**src/rtl/au_pkg.sv**
```systemverilog
// Shared types and helpers for the arithmetic-unit library serial blocks.
package au_pkg;

  // Control states of the digit-serial arithmetic units.
  typedef enum logic [1:0] {
    IDLE = 2'd0,
    RUN  = 2'd1,
    DONE = 2'd2
  } au_sub_state_t;

  // Ceiling log2, never less than 1 so a counter always has at least one bit.
  function automatic int au_clog2(input int value);
    int result;
    result = 0;
    while ((32'd1 << result) < value) begin
      result = result + 32'd1;
    end
    if (result < 1) begin
      result = 1;
    end else begin
      result = result;
    end
    return result;
  endfunction

endpackage

```
**src/rtl/au_sub_digit.sv**
```systemverilog
// One-digit subtract slice: {bo_d, d_d} = x - y - bi_d.
module au_sub_digit #(
  parameter int DIGIT = 4
) (
  input  logic [DIGIT-1:0] x,
  input  logic [DIGIT-1:0] y,
  input  logic             bi_d,
  output logic [DIGIT-1:0] d_d,
  output logic             bo_d
);

  // One extra bit catches the borrow: any negative result sets the top bit.
  logic [DIGIT:0] diff;

  assign diff = {1'b0, x} - {1'b0, y} - {{DIGIT{1'b0}}, bi_d};
  assign d_d  = diff[DIGIT-1:0];
  assign bo_d = diff[DIGIT];

endmodule

```
**src/rtl/au_sub_b_ser.sv**
```systemverilog
// Digit-serial subtractor with borrow-in/borrow-out, LSB digit first.
// Optional signed-overflow output enabled by defining AU_SUB_B_SER_OVF_EN.
module au_sub_b_ser
  import au_pkg::*;
#(
  parameter int WIDTH = 32,
  parameter int DIGIT = 4
) (
  input  logic             clk,
  input  logic             rst_n,
  input  logic             in_valid,
  output logic             in_ready,
  input  logic [WIDTH-1:0] a,
  input  logic [WIDTH-1:0] b,
  input  logic             bi,
  output logic             out_valid,
  input  logic             out_ready,
  output logic [WIDTH-1:0] d,
  output logic             bo
`ifdef AU_SUB_B_SER_OVF_EN
  ,
  output logic             ovf
`endif
);

  localparam int N  = (DIGIT > 0) ? (WIDTH / DIGIT) : 1;
  localparam int CW = au_clog2(N);
  localparam logic [CW-1:0] LAST = CW'(N - 1);

  generate
    if ((DIGIT < 1) || ((WIDTH % DIGIT) != 0)) begin : g_bad_cfg
      $error("au_sub_b_ser: WIDTH must be a positive multiple of DIGIT");
    end
  endgenerate

  au_sub_state_t    state_r;
  au_sub_state_t    state_nx;
  logic [CW-1:0]    cnt_r;
  logic [WIDTH-1:0] a_r;
  logic [WIDTH-1:0] b_r;
  logic             borrow_r;
  logic [WIDTH-1:0] d_r;
  logic             bo_r;
  logic [DIGIT-1:0] a_dig;
  logic [DIGIT-1:0] b_dig;
  logic [DIGIT-1:0] d_dig;
  logic             bo_dig;

  // Current digit of the latched operands, selected by the digit counter.
  assign a_dig = a_r[cnt_r*DIGIT +: DIGIT];
  assign b_dig = b_r[cnt_r*DIGIT +: DIGIT];

  au_sub_digit #(.DIGIT(DIGIT)) u_digit (
    .x    (a_dig),
    .y    (b_dig),
    .bi_d (borrow_r),
    .d_d  (d_dig),
    .bo_d (bo_dig)
  );

  // State register.
  always_ff @(posedge clk or negedge rst_n) begin
    if (!rst_n) begin
      state_r <= IDLE;
    end else begin
      state_r <= state_nx;
    end
  end

  // Next-state decode; in IDLE in_ready is 1 so in_valid alone means accept.
  always_comb begin
    state_nx = state_r;
    case (state_r)
      IDLE: begin
        if (in_valid) state_nx = RUN;
        else          state_nx = IDLE;
      end
      RUN: begin
        if (cnt_r == LAST) state_nx = DONE;
        else               state_nx = RUN;
      end
      DONE: begin
        if (out_ready) state_nx = IDLE;
        else           state_nx = DONE;
      end
      default: state_nx = IDLE;
    endcase
  end

  // Operand capture on accept, then one digit per RUN cycle into the result.
  always_ff @(posedge clk or negedge rst_n) begin
    if (!rst_n) begin
      cnt_r    <= '0;
      a_r      <= '0;
      b_r      <= '0;
      borrow_r <= 1'b0;
      d_r      <= '0;
      bo_r     <= 1'b0;
    end else begin
      case (state_r)
        IDLE: begin
          if (in_valid) begin
            a_r      <= a;
            b_r      <= b;
            borrow_r <= bi;
            cnt_r    <= '0;
          end
        end
        RUN: begin
          d_r[cnt_r*DIGIT +: DIGIT] <= d_dig;
          borrow_r                  <= bo_dig;
          if (cnt_r == LAST) begin
            bo_r  <= bo_dig;
            cnt_r <= '0;
          end else begin
            cnt_r <= cnt_r + CW'(1);
          end
        end
        default: begin
        end
      endcase
    end
  end

`ifdef AU_SUB_B_SER_OVF_EN
  logic ovf_r;

  // Signed overflow, captured together with the top digit of the result.
  always_ff @(posedge clk or negedge rst_n) begin
    if (!rst_n) begin
      ovf_r <= 1'b0;
    end else if ((state_r == RUN) && (cnt_r == LAST)) begin
      ovf_r <= (a_r[WIDTH-1] != b_r[WIDTH-1]) && (d_dig[DIGIT-1] != a_r[WIDTH-1]);
    end
  end

  assign ovf = ovf_r;
`endif

  assign in_ready  = (state_r == IDLE);
  assign out_valid = (state_r == DONE);
  assign d         = d_r;
  assign bo        = bo_r;

endmodule

```
**config.mk**
```make
export PLATFORM = sky130hd
export DESIGN_NAME = au_sub_b_ser
export DESIGN_NICKNAME = d
export VERILOG_FILES = /design/src/rtl/au_pkg.sv /design/src/rtl/au_sub_digit.sv /design/src/rtl/au_sub_b_ser.sv
export SDC_FILE = /design/constraint.sdc
export NUM_CORES = 1
export LEC_CHECK = 0
export ABC_AREA = 1
export BUFFER_PORTS_ARGS = -buffer_cell sky130_fd_sc_hd__buf_2
export CAP_MARGIN = 10
export CORE_MARGIN = 5
export CORE_UTILIZATION = 50
export CTS_CLUSTER_DIAMETER = 150
export DETAILED_ROUTE_END_ITERATION = 8
export GPL_TIMING_DRIVEN = 0
export PLACE_DENSITY = 0.76
export SETUP_SLACK_MARGIN = 0.02
export SYNTH_ARGS = -nofsm -noshare
export SYNTH_HDL_FRONTEND = slang
export SYNTH_HIERARCHICAL = 1
export SYNTH_SLANG_ARGS = --single-unit
```
**constraint.sdc**
```tcl
create_clock -name clk -period 2.72 [get_ports clk]
set_input_delay 0.544 -clock clk [delete_from_list [all_inputs] [get_ports clk]]
set_output_delay 0.544 -clock clk [all_outputs]
set_load 0.02 [all_outputs]
```
# --- Yosys cells after proc, flatten, opt, wreduce, memory -nomap -nowiden ---
# Index checks and enable logic that the tools add are counted.
totals:
  register_bits: 103
  inputBits: 69
  elab_cells: 34
  out_inout_bits: 35
classes:
  n_eq_ne: 4
  shifts: 4
  add_sub_neg: 4
  mux: 10
  n_reduce_logical: 5
op_table:
  columns: ["op", "count"]
  rows:
  - ["indexed part select 32 x 6 -> 4 bit", 2]
  - ["negator 5 -> 34 bit", 1]
  - ["variable shift 4 x 34 -> 32 bit (first input constant)", 1]
  - ["indexed part select 4 x 34 -> 32 bit", 1]
  - ["bitwise mux 32 bit", 1]
  - ["two-way mux 3 bit", 2]
  - ["case mux 2 bit (3 select lines)", 1]
  - ["case mux 3 bit (2 select lines)", 1]
  - ["AND reduction 2 bit", 3]
  - ["subtractor 4 x 4 -> 5 bit", 1]
  - ["subtractor 5 x 1 -> 5 bit", 1]
  - ["two-way mux 2 bit", 2]
  - ["adder 3 x 1 -> 3 bit (second input constant)", 1]
  - ["equality test 3 bit (second input constant)", 1]
  - ["equality test 2 x 1 -> 1 bit (second input constant)", 1]
  - ["equality test 2 bit (second input constant)", 1]
  - ["logical NOT 2 bit", 1]
  - ["two-way mux 1 bit", 2]
  - ["inequality test 2 bit (second input constant)", 1]
  - ["case mux 1 bit (2 select lines)", 1]
  - ["nonzero test 2 bit", 1]

# --- Depth between registers and ports, before layout ---
# Gate-level depths: netlist of run 1.
logic_depth:
  ltp_word: 5
  mapped_depth: 20
  mapped_depth_nobuf: 19

# --- By module ---
# Netlist of run 1, hierarchy kept.
by_module_without_submodules:
  columns: ["mod", "n_inst", "area_per_inst_um2", "cells_each", "seq_area_each_um2"]
  rows:
  - ["au_sub_b_ser", 1, 4986.0, 637, 2577.5]
  - ["au_sub_digit", 1, 230.2, 35, 0.0]

# --- Worst setup path before layout of run 1 ---
# OpenSTA, ideal clock, no wires.
synth_path:
  kind: "register to register"
  from: "register cnt_r[1]"
  to: "register d_r[7] (netlist: d[7])"
  stages_incl_launch_ff: 18
  path_buffers: 2
  setup_ns: 0.065
  synth_period_minus_slack_ns: 2.577
  arrival_time_ns: 2.512
  required_time_ns: 2.655
  slack_ns: 0.143
  cell_sequence: "dfrtp_1 buf_4 clkinv_1 buf_2 nand3_1 nand2_1 nand2_1 nand2_1 fa_1 inv_1 ha_1 o21ai_1 nand3_1 nand2_1 nand3_1 nor2_1 nand3_1 nand2_1"
synth_via:
  elab_chain_len: 5
  elab_cells_between_ends: 8
  classes_between: "3 x add/sub; 4 x shift; 1 x mux"
synth_rtl:
  columns: ["element", "line", "text"]
  rows:
  - ["start: declaration", "au_sub_b_ser.sv:38", "logic [CW-1:0] cnt_r;"]
  - ["start signal: assignment", "au_sub_b_ser.sv:116", "cnt_r <= cnt_r + CW'(1);"]
  - ["indexed part select 32 x 6 -> 4 bit", "au_sub_b_ser.sv:50", "assign a_dig = a_r[cnt_r*DIGIT +: DIGIT];"]
  - ["net a_dig[0]", "au_sub_b_ser.sv:44", "logic [DIGIT-1:0] a_dig;"]
  - ["subtractor 4 x 4 -> 5 bit", "au_sub_digit.sv:15", "assign diff = {1'b0, x} - {1'b0, y} - {{DIGIT{1'b0}}, bi_d};"]
  - ["subtractor 5 x 1 -> 5 bit", "au_sub_digit.sv:15", null]
  - ["net d_dig[3]", "au_sub_b_ser.sv:46", "logic [DIGIT-1:0] d_dig;"]
  - ["indexed part select 4 x 34 -> 32 bit", "au_sub_b_ser.sv:110", "d_r[cnt_r*DIGIT +: DIGIT] <= d_dig;"]
  - ["bitwise mux 32 bit", "au_sub_b_ser.sv:110", null]
  - ["end signal: indexed assignment", "au_sub_b_ser.sv:110", null]
  - ["end: declaration", "au_sub_b_ser.sv:42", "logic [WIDTH-1:0] d_r;"]
# The timed path passes the listed nets, and every way through them passes these cells.
# A chain may end at the register's enable or synchronous reset.

# --- Worst setup path after layout of run 1 ---
layout_path:
  from: "register cnt_r[0]"
  to: "register d_r[4] (netlist: d[4])"
layout_via:
  elab_chain_len: 5
  elab_cells_between_ends: 8
  classes_between: "3 x add/sub; 4 x shift; 1 x mux"
layout_rtl:
  columns: ["element", "line", "text"]
  rows:
  - ["indexed part select 32 x 6 -> 4 bit", "au_sub_b_ser.sv:51", "assign b_dig = b_r[cnt_r*DIGIT +: DIGIT];"]
  - ["net b_dig[0]", "au_sub_b_ser.sv:45", "logic [DIGIT-1:0] b_dig;"]
  - ["subtractor 4 x 4 -> 5 bit", "au_sub_digit.sv:15", null]
  - ["subtractor 5 x 1 -> 5 bit", "au_sub_digit.sv:15", null]
  - ["net d_dig[0]", "au_sub_b_ser.sv:46", null]
  - ["indexed part select 4 x 34 -> 32 bit", "au_sub_b_ser.sv:110", null]
  - ["bitwise mux 32 bit", "au_sub_b_ser.sv:110", null]
# The timed path passes the listed nets, and every way through them passes these cells.

==> results.json, run 1 <==
{
  "worstSetupEndpointType": "flip-flop",
  "finalSetupViolations": 3,
  "grt_pass1_vias": 4882,
  "yosysUniqueCellTypes": 27,
  "maxCapViolations": 0,
  "grt_pass1_wl_um": 23100,
  "worst_path_largest_cell_delay_ps": 460,
  "clkTransAtPathRegs_ps": 90,
  "nFillCells": 852,
  "slowest_stage": "fa_2",
  "area_delta_synth_final_pct": 25.4,
  "rows": 37,
  "slew_headroom_pct": 67.6,
  "finalNonFillerCells": 949,
  "cp.arrival_ps": 3110,
  "worstSetupStartpointType": "flip-flop",
  "cts.sinks": 103,
  "place.gp.congestion": 0.865,
  "antenna_found_initial": 0,
  "dieArea_um2": 12600,
  "ys.warnings.count": 6,
  "hold_violations": 0,
  "avgSynthCellArea_um2": 7.76,
  "p_leak_nw": 3.51,
  "grt_max_degree": 68,
  "cp_common_cell": "nand2_1",
  "peakVddDrop_uv": 904,
  "wirelength_um": 14300,
  "route.antenna.remaining_nets": 0,
  "cts_made_buffers": 9,
  "clk_latency_ps": 390,
  "netlist_area_um2": 5220,
  "dp_hpwl_um": 9750,
  "via_count": 4876,
  "layout_setup_ws_ps": -60.3,
  "drt-vias-per-instance": 5.14,
  "path_max_fanout": 8,
  "ctsLongestPathBuffers": 2,
  "dieWidth_um": 112,
  "coreArea_um2": 10200,
  "mostFrequentLayoutCells": "236 x nand2_1, 109 x buf_2, 103 x dfrtp_1",
  "synth_cells": 672,
  "reg2reg_depth": 16,
  "rrSetupSlack_ps": -60,
  "antenna_cells": 0,
  "max_freq_ghz": 0.360,
  "tightest_slew_ps": 486,
  "final_util_pct": 63.9,
  "path_class": "reg2reg",
  "grt_overflow": 0,
  "pin_count": 104,
  "finalNetCount": 893,
  "fin_crit_sh_pct": 102,
  "h-tree-depth": 3,
  "cp.required_ps": 3050,
  "status": "finished, violations left",
  "violations": "setup timing",
  "cts_tree": "built",
  "drt_iter0_markers": 477,
  "mostFrequentLayoutCell": "nand2_1",
  "synth_seq_area_share_pct": 49.4,
  "drive_gt1_share_pct": 26.1,
  "start_util_pct": 51.0,
  "die_h_um": 112,
  "cts-root-buf": "clkbuf_8",
  "drv_slew": 0,
  "synth-seq-cells": 103,
  "crit_chain": "buf_6, buf_4, nor2_1, nor2_1, nand2_1, nand2_1, inv_1, nand2_1, inv_2, fa_2, ha_2, xor2_4, nand3_1, nor2_1, nand3_1, nand2_1",
  "timing.final.crit_period_ps": 2780,
  "post-place-ws_ps": -406,
  "wl_per_cell_um": 15.1,
  "grt_use_total_pct": 22.7,
  "synth_nets": 756,
  "skew_ps": 9.09,
  "dp_cells": 912,
  "power.density_nw_per_um2": 1500,
  "holdCritPathClass": "in2async",
  "io_buffers": 103,
  "drc": 0,
  "cts_hold_buf": 0,
  "drtPass1Iterations": 5,
  "rsz0062_at_grt": "true"
}
==> cell usage after synthesis (all sizes together) <==
| cell type | instances | area [µm²] |
|---|---|---|
| inv | 91 | 344 |
| o21ai | 83 | 415 |
| o22ai | 1 | 6.26 |
| nand2 | 253 | 967 |
| buf | 23 | 158 |
| clkinv | 1 | 3.75 |
| ha | 13 | 163 |
| o211ai | 1 | 7.51 |
| fa | 2 | 40.0 |
| nor2 | 25 | 126 |
| nand4 | 8 | 50.1 |
| clkbuf | 6 | 22.5 |
| o31ai | 1 | 7.51 |
| dfrtp | 103 | 2580 |
| a21oi | 1 | 16.3 |
| nand3b | 1 | 7.51 |
| xor2 | 1 | 8.76 |
| nand3 | 58 | 295 |
==> registers in the layout (all words and copies together) (netlist names) <==
register	count
borrow_r	1
a_r	32
bo	1
d	32
cnt_r	3
b_r	32
state_r	2
==> per-layer routing <==
layer	vias up	routed length, µm	global-route usage (%)
met5	-	0	0
met4	0	319	8.49
met3	31	1010	4.58
met2	194	7000	37.5
met1	2296	5960	29.5
li1	2355	-	-
==> through the flow <==
stage | power [mW] | setup TNS [ps] | hold slack [ps] | instance area, µm²
4_1_cts | 8.99 | 0 | 122 | 6380
5_1_grt | 10.6 | -968 | 148 | 6540
2_1_floorplan | 6.03 | 0 | 248 | 5220
6_report | 9.83 | -93.9 | 110 | 6540
3_5_place_dp | 7.42 | -9430 | 454 | 5930
3_3_place_gp | 7.22 | -8150 | 458 | 5900
==> critical path: cells and delay by family, from the launching register on <==
kind	cells	cell delay (ps)
xor gates and xnor gates	1	220
adders and majority gates	2	870
buffers and inverters	4	420
DFF	1	400
and+or+nand+nor	9	810
==> power breakdown <==
group	leakage [nW]	internal [mW]	total (mW)	switching, mW
Sequential	1.31	2.19	2.43	0.236
Combinational	2.09	2.31	6.34	4.03
Clock	0.103	0.539	1.06	0.517
Total	3.51	5.04	9.83	4.78
==> final timing paths <==
| path | startpoint | to |
|---|---|---|
| max | cnt_r[0] | d[4] |
| min | rst_n | b_r[9] |
| max reg2reg | cnt_r[0] | d[4] |
| min reg2reg | d[19] | d[19] |
| max in group asynchronous | rst_n | cnt_r[2] |
| min in group clk | out_ready | state_r[1] |
==> layout make-up <==
type,instances,area (µm²),share of cell area (%)
Sequential cell,103,2580,39.4
Multi-Input combinational cell,448,2250,34.3
Timing Repair Buffer,126,711,10.9
Inverter,92,365,5.59
Buffer,29,258,3.94
Tap cell,136,170,2.60
Clock buffer,12,145,2.22
Clock inverter,3,67.6,1.03
==> cells by family after synthesis <==
kind of cell	Yosys count	share of synthesized area [%]
AND/OR/NAND/NOR	345	27.7
buffers and inverters	121	10.1
flip-flops	103	49.4
AO/OA/AOI/OAI	87	8.68
adder cells (fa/ha/maj)	15	3.89
XOR/XNOR	1	0.168
==> timing repair <==
action	in CTS	in global routing
setup endpoints to repair	34	30
resized for setup	35	40
pin swaps	11	18
buffers inserted	16	6
No activity file was read; power rests on OpenSTA's default activity.
==> run 2: changes to the inputs <==
--- a/config.mk
+++ b/config.mk
@@ -9,7 +9,7 @@
 export BUFFER_PORTS_ARGS = -buffer_cell sky130_fd_sc_hd__buf_2
 export CAP_MARGIN = 10
 export CORE_MARGIN = 5
-export CORE_UTILIZATION = 50
+export CORE_UTILIZATION = 49
 export CTS_CLUSTER_DIAMETER = 150
 export DETAILED_ROUTE_END_ITERATION = 8
 export GPL_TIMING_DRIVEN = 0
@@ -17,5 +17,4 @@
 export SETUP_SLACK_MARGIN = 0.02
 export SYNTH_ARGS = -nofsm -noshare
 export SYNTH_HDL_FRONTEND = slang
-export SYNTH_HIERARCHICAL = 1
 export SYNTH_SLANG_ARGS = --single-unit
==> run 2 against run 1 <==
Compared with the run above:
- non-clock buffer count down 8
- synthesized area is 7.5% lower
- critical endpoint is now borrow_r
- the flow still finishes with violations (setup timing)
- via count is 10% lower
- largest power group unchanged
- power shrank 10%
- cell count fell by 8.5%
==> results.json, run 2 <==
{
  "area_delta_synth_final_pct": 25.3,
  "fin_crit_sh_pct": 101,
  "grt_overflow": 0,
  "die_h_um": 109,
  "drc": 0,
  "async_reset_ff_share_pct": 100,
  "cp.required_ps": 3000,
  "dieWidth_um": 109,
  "hold_violations": 0,
  "nFillCells": 869,
  "slew_headroom_pct": 60.0,
  "cp.arrival_ps": 3020,
  "pin_count": 104,
  "synth_seq_area_share_pct": 53.4,
  "layout_setup_ws_ps": -25.6,
  "drtPass1Iterations": 7,
  "clk_latency_ps": 380,
  "mostFrequentLayoutCells": "258 x nand2_1, 113 x buf_2, 102 x dfrtp_1",
  "path_class": "reg2reg",
  "power.density_nw_per_um2": 1460,
  "dp_hpwl_um": 8740,
  "place_area_um2": 5540,
  "mostFrequentLayoutCell": "nand2_1",
  "tns_ps": -35.3,
  "path_max_fanout": 8,
  "status": "finished, violations left",
  "synth-seq-cells": 103,
  "cp.buffers_inverters": 4,
  "rows": 36,
  "yosysTopAreaCell": "dfrtp_1",
  "violations": "setup timing",
  "synth_common_cells": "258 x nand2_1, 103 x dfrtp_1, 50 x nor2_1",
  "synth_most_common_cell": "nand2_1",
  "yosysUniqueCellTypes": 32,
  "drive_gt1_share_pct": 27.1,
  "grt_use_total_pct": 20.6,
  "cts_tree": "built",
  "cts_made_buffers": 9,
  "finalSetupViolations": 2,
  "grt_pass1_wl_um": 19200,
  "maxCapViolations": 0,
  "worstSetupEndpointType": "flip-flop",
  "worstSetupStartpointType": "flip-flop",
  "ys.warnings.count": 0,
  "tightest_slew_ps": 600,
  "cts.sinks": 103,
  "cts-root-buf": "clkbuf_8",
  "path_delay_family": "adder cells",
  "ys.flop_type": "dfrtp_1",
  "ctsLongestPathBuffers": 2,
  "stdcell_area_um2": 6050,
  "max_freq_ghz": 0.364,
  "synth_top_cell_area_share_pct": 53.4,
  "synth_edf_count": 0,
  "drv_slew": 0,
  "skew_ps": 7.31,
  "route.antenna.remaining_nets": 0,
  "synth_cells": 597,
  "peakVddDrop_uv": 867,
  "post-place-ws_ps": -464,
  "timing.final.crit_period_ps": 2750,
  "finalNonFillerCells": 868,
  "cts_hold_buf": 0,
  "synth_nets": 679,
  "dp_cells": 834,
  "holdWs_ps": 156,
  "via_count": 4371,
  "crit_chain": "buf_6, clkinv_8, buf_12, nor2_4, o21ai_2, a31oi_4, fa_2, inv_2, fa_2, nor2_2, nor2_1, nor2_2, xnor2_2, o21ai_1, o21a_1",
  "p_leak_nw": 3.25,
  "coreArea_um2": 9680,
  "rsz0062_at_grt": "true",
  "grt_pass1_vias": 4141,
  "grt_max_degree": 59,
  "wirelength_um": 12400,
  "drt-vias-per-instance": 5.04,
  "place.gp.congestion": 0.879,
  "synth.area.top_cells": "dfrtp_1 53%, nand2_1 20%, o21ai_0 5.1%, nor2_1 3.9%, ha_1 2.9%",
  "io_buffers": 103,
  "worst_path_largest_cell_delay_ps": 420,
  "avgSynthCellArea_um2": 8.08,
  "clkTransAtPathRegs_ps": 100,
  "holdCritPathClass": "in2async",
  "finalNetCount": 812,
  "netlist_area_um2": 4830,
  "slowest_stage": "dfrtp_1",
  "wl_per_cell_um": 14.3,
  "dieArea_um2": 11900,
  "antenna_cells": 0,
  "antenna_found_initial": 0,
  "start_util_pct": 49.8,
  "drt_iter0_markers": 256,
  "h-tree-depth": 3
}
## run 2: changes by cell type in the layout (fill, tap and decap cells not counted), sizes merged, moves of 6 or more
cell   before  now
nor2       25   54
nand2     253  260
inv        91   40
nand3      58   15
o22ai       1    7
o21ai      83   59
buf       149  142
## run 2: path summary, 6_finish.rpt
path	start	to	slack, ps	cells past startpoint
max reg2reg	cnt_r[1]	borrow_r	-30	15
max in group asynchronous	rst_n	a_r[12]	1860	2
min in group clk	out_ready	state_r[1]	340	2
min	rst_n	d[19]	160	1
min reg2reg	d[28]	d[28]	480	2
max	cnt_r[1]	borrow_r	-30	15
## run 2: repair_timing
| action | in CTS | in global routing |
|---|---|---|
| gates resized for setup | 28 | 39 |
| setup endpoints to repair | 30 | 20 |
| pin swaps | 3 | 10 |
| setup buffers | 4 | 15 |
## run 2: kinds of logic (layout without fill, tap and decap cells)
group	Yosys count	in the layout	synth area share (%)
xor gates and xnor gates	2	2	0.363
and+or+nand+nor	340	340	28.4
DFF	103	103	53.4
buffers and inverters	62	200	5.47
AOI/OAI and AO/OA	77	77	8.66
adders and majority gates	13	13	3.68
## run 2: worst reg2reg max path, cell delays in order, from the launching register on
cell and delay, ps:
dfrtp_1 420, buf_6 200, clkinv_8 90, buf_12 140, nor2_4 100, o21ai_2 70
a31oi_4 230, fa_2 240, inv_2 50, fa_2 420, nor2_2 120, nor2_1 70
nor2_2 140, xnor2_2 150, o21ai_1 100, o21a_1 110
## run 2: stage by stage
stage | util [%] | power, mW
after floorplan | - | 5.60
after global placement | 56.9 | 6.71
after detailed placement | 57.2 | 6.88
after CTS | 60.1 | 8.06
after global routing | 62.4 | 9.48
final | 62.4 | 8.80
## run 2: power by group
| group | total (mW) | switching (mW) | internal [mW] | leakage, nW |
|---|---|---|---|---|
| Sequential | 2.61 | 0.393 | 2.21 | 1.31 |
| Combinational | 5.29 | 3.25 | 2.04 | 1.85 |
| Clock | 0.908 | 0.563 | 0.345 | 0.0948 |
## run 2: cell type report
| cell class | instances | area (µm²) | share of cell area (%) |
|---|---|---|---|
| flip-flops and latches | 103 | 2580 | 42.6 |
| clock buffers | 9 | 124 | 2.05 |
| well taps | 133 | 166 | 2.75 |
| plain buffers | 24 | 198 | 3.27 |
| inverters | 37 | 154 | 2.55 |
| repair buffers | 123 | 686 | 11.3 |
| clock inverters | 7 | 53.8 | 0.890 |
| multi-input cells | 432 | 2090 | 34.5 |
## run 2: routing by layer
metal  global-route usage [%]  routed length (µm)
met5                        0                   0
met4                     7.84                 221
met3                     2.96                 786
met2                     34.8                6060
met1                     27.0                5300
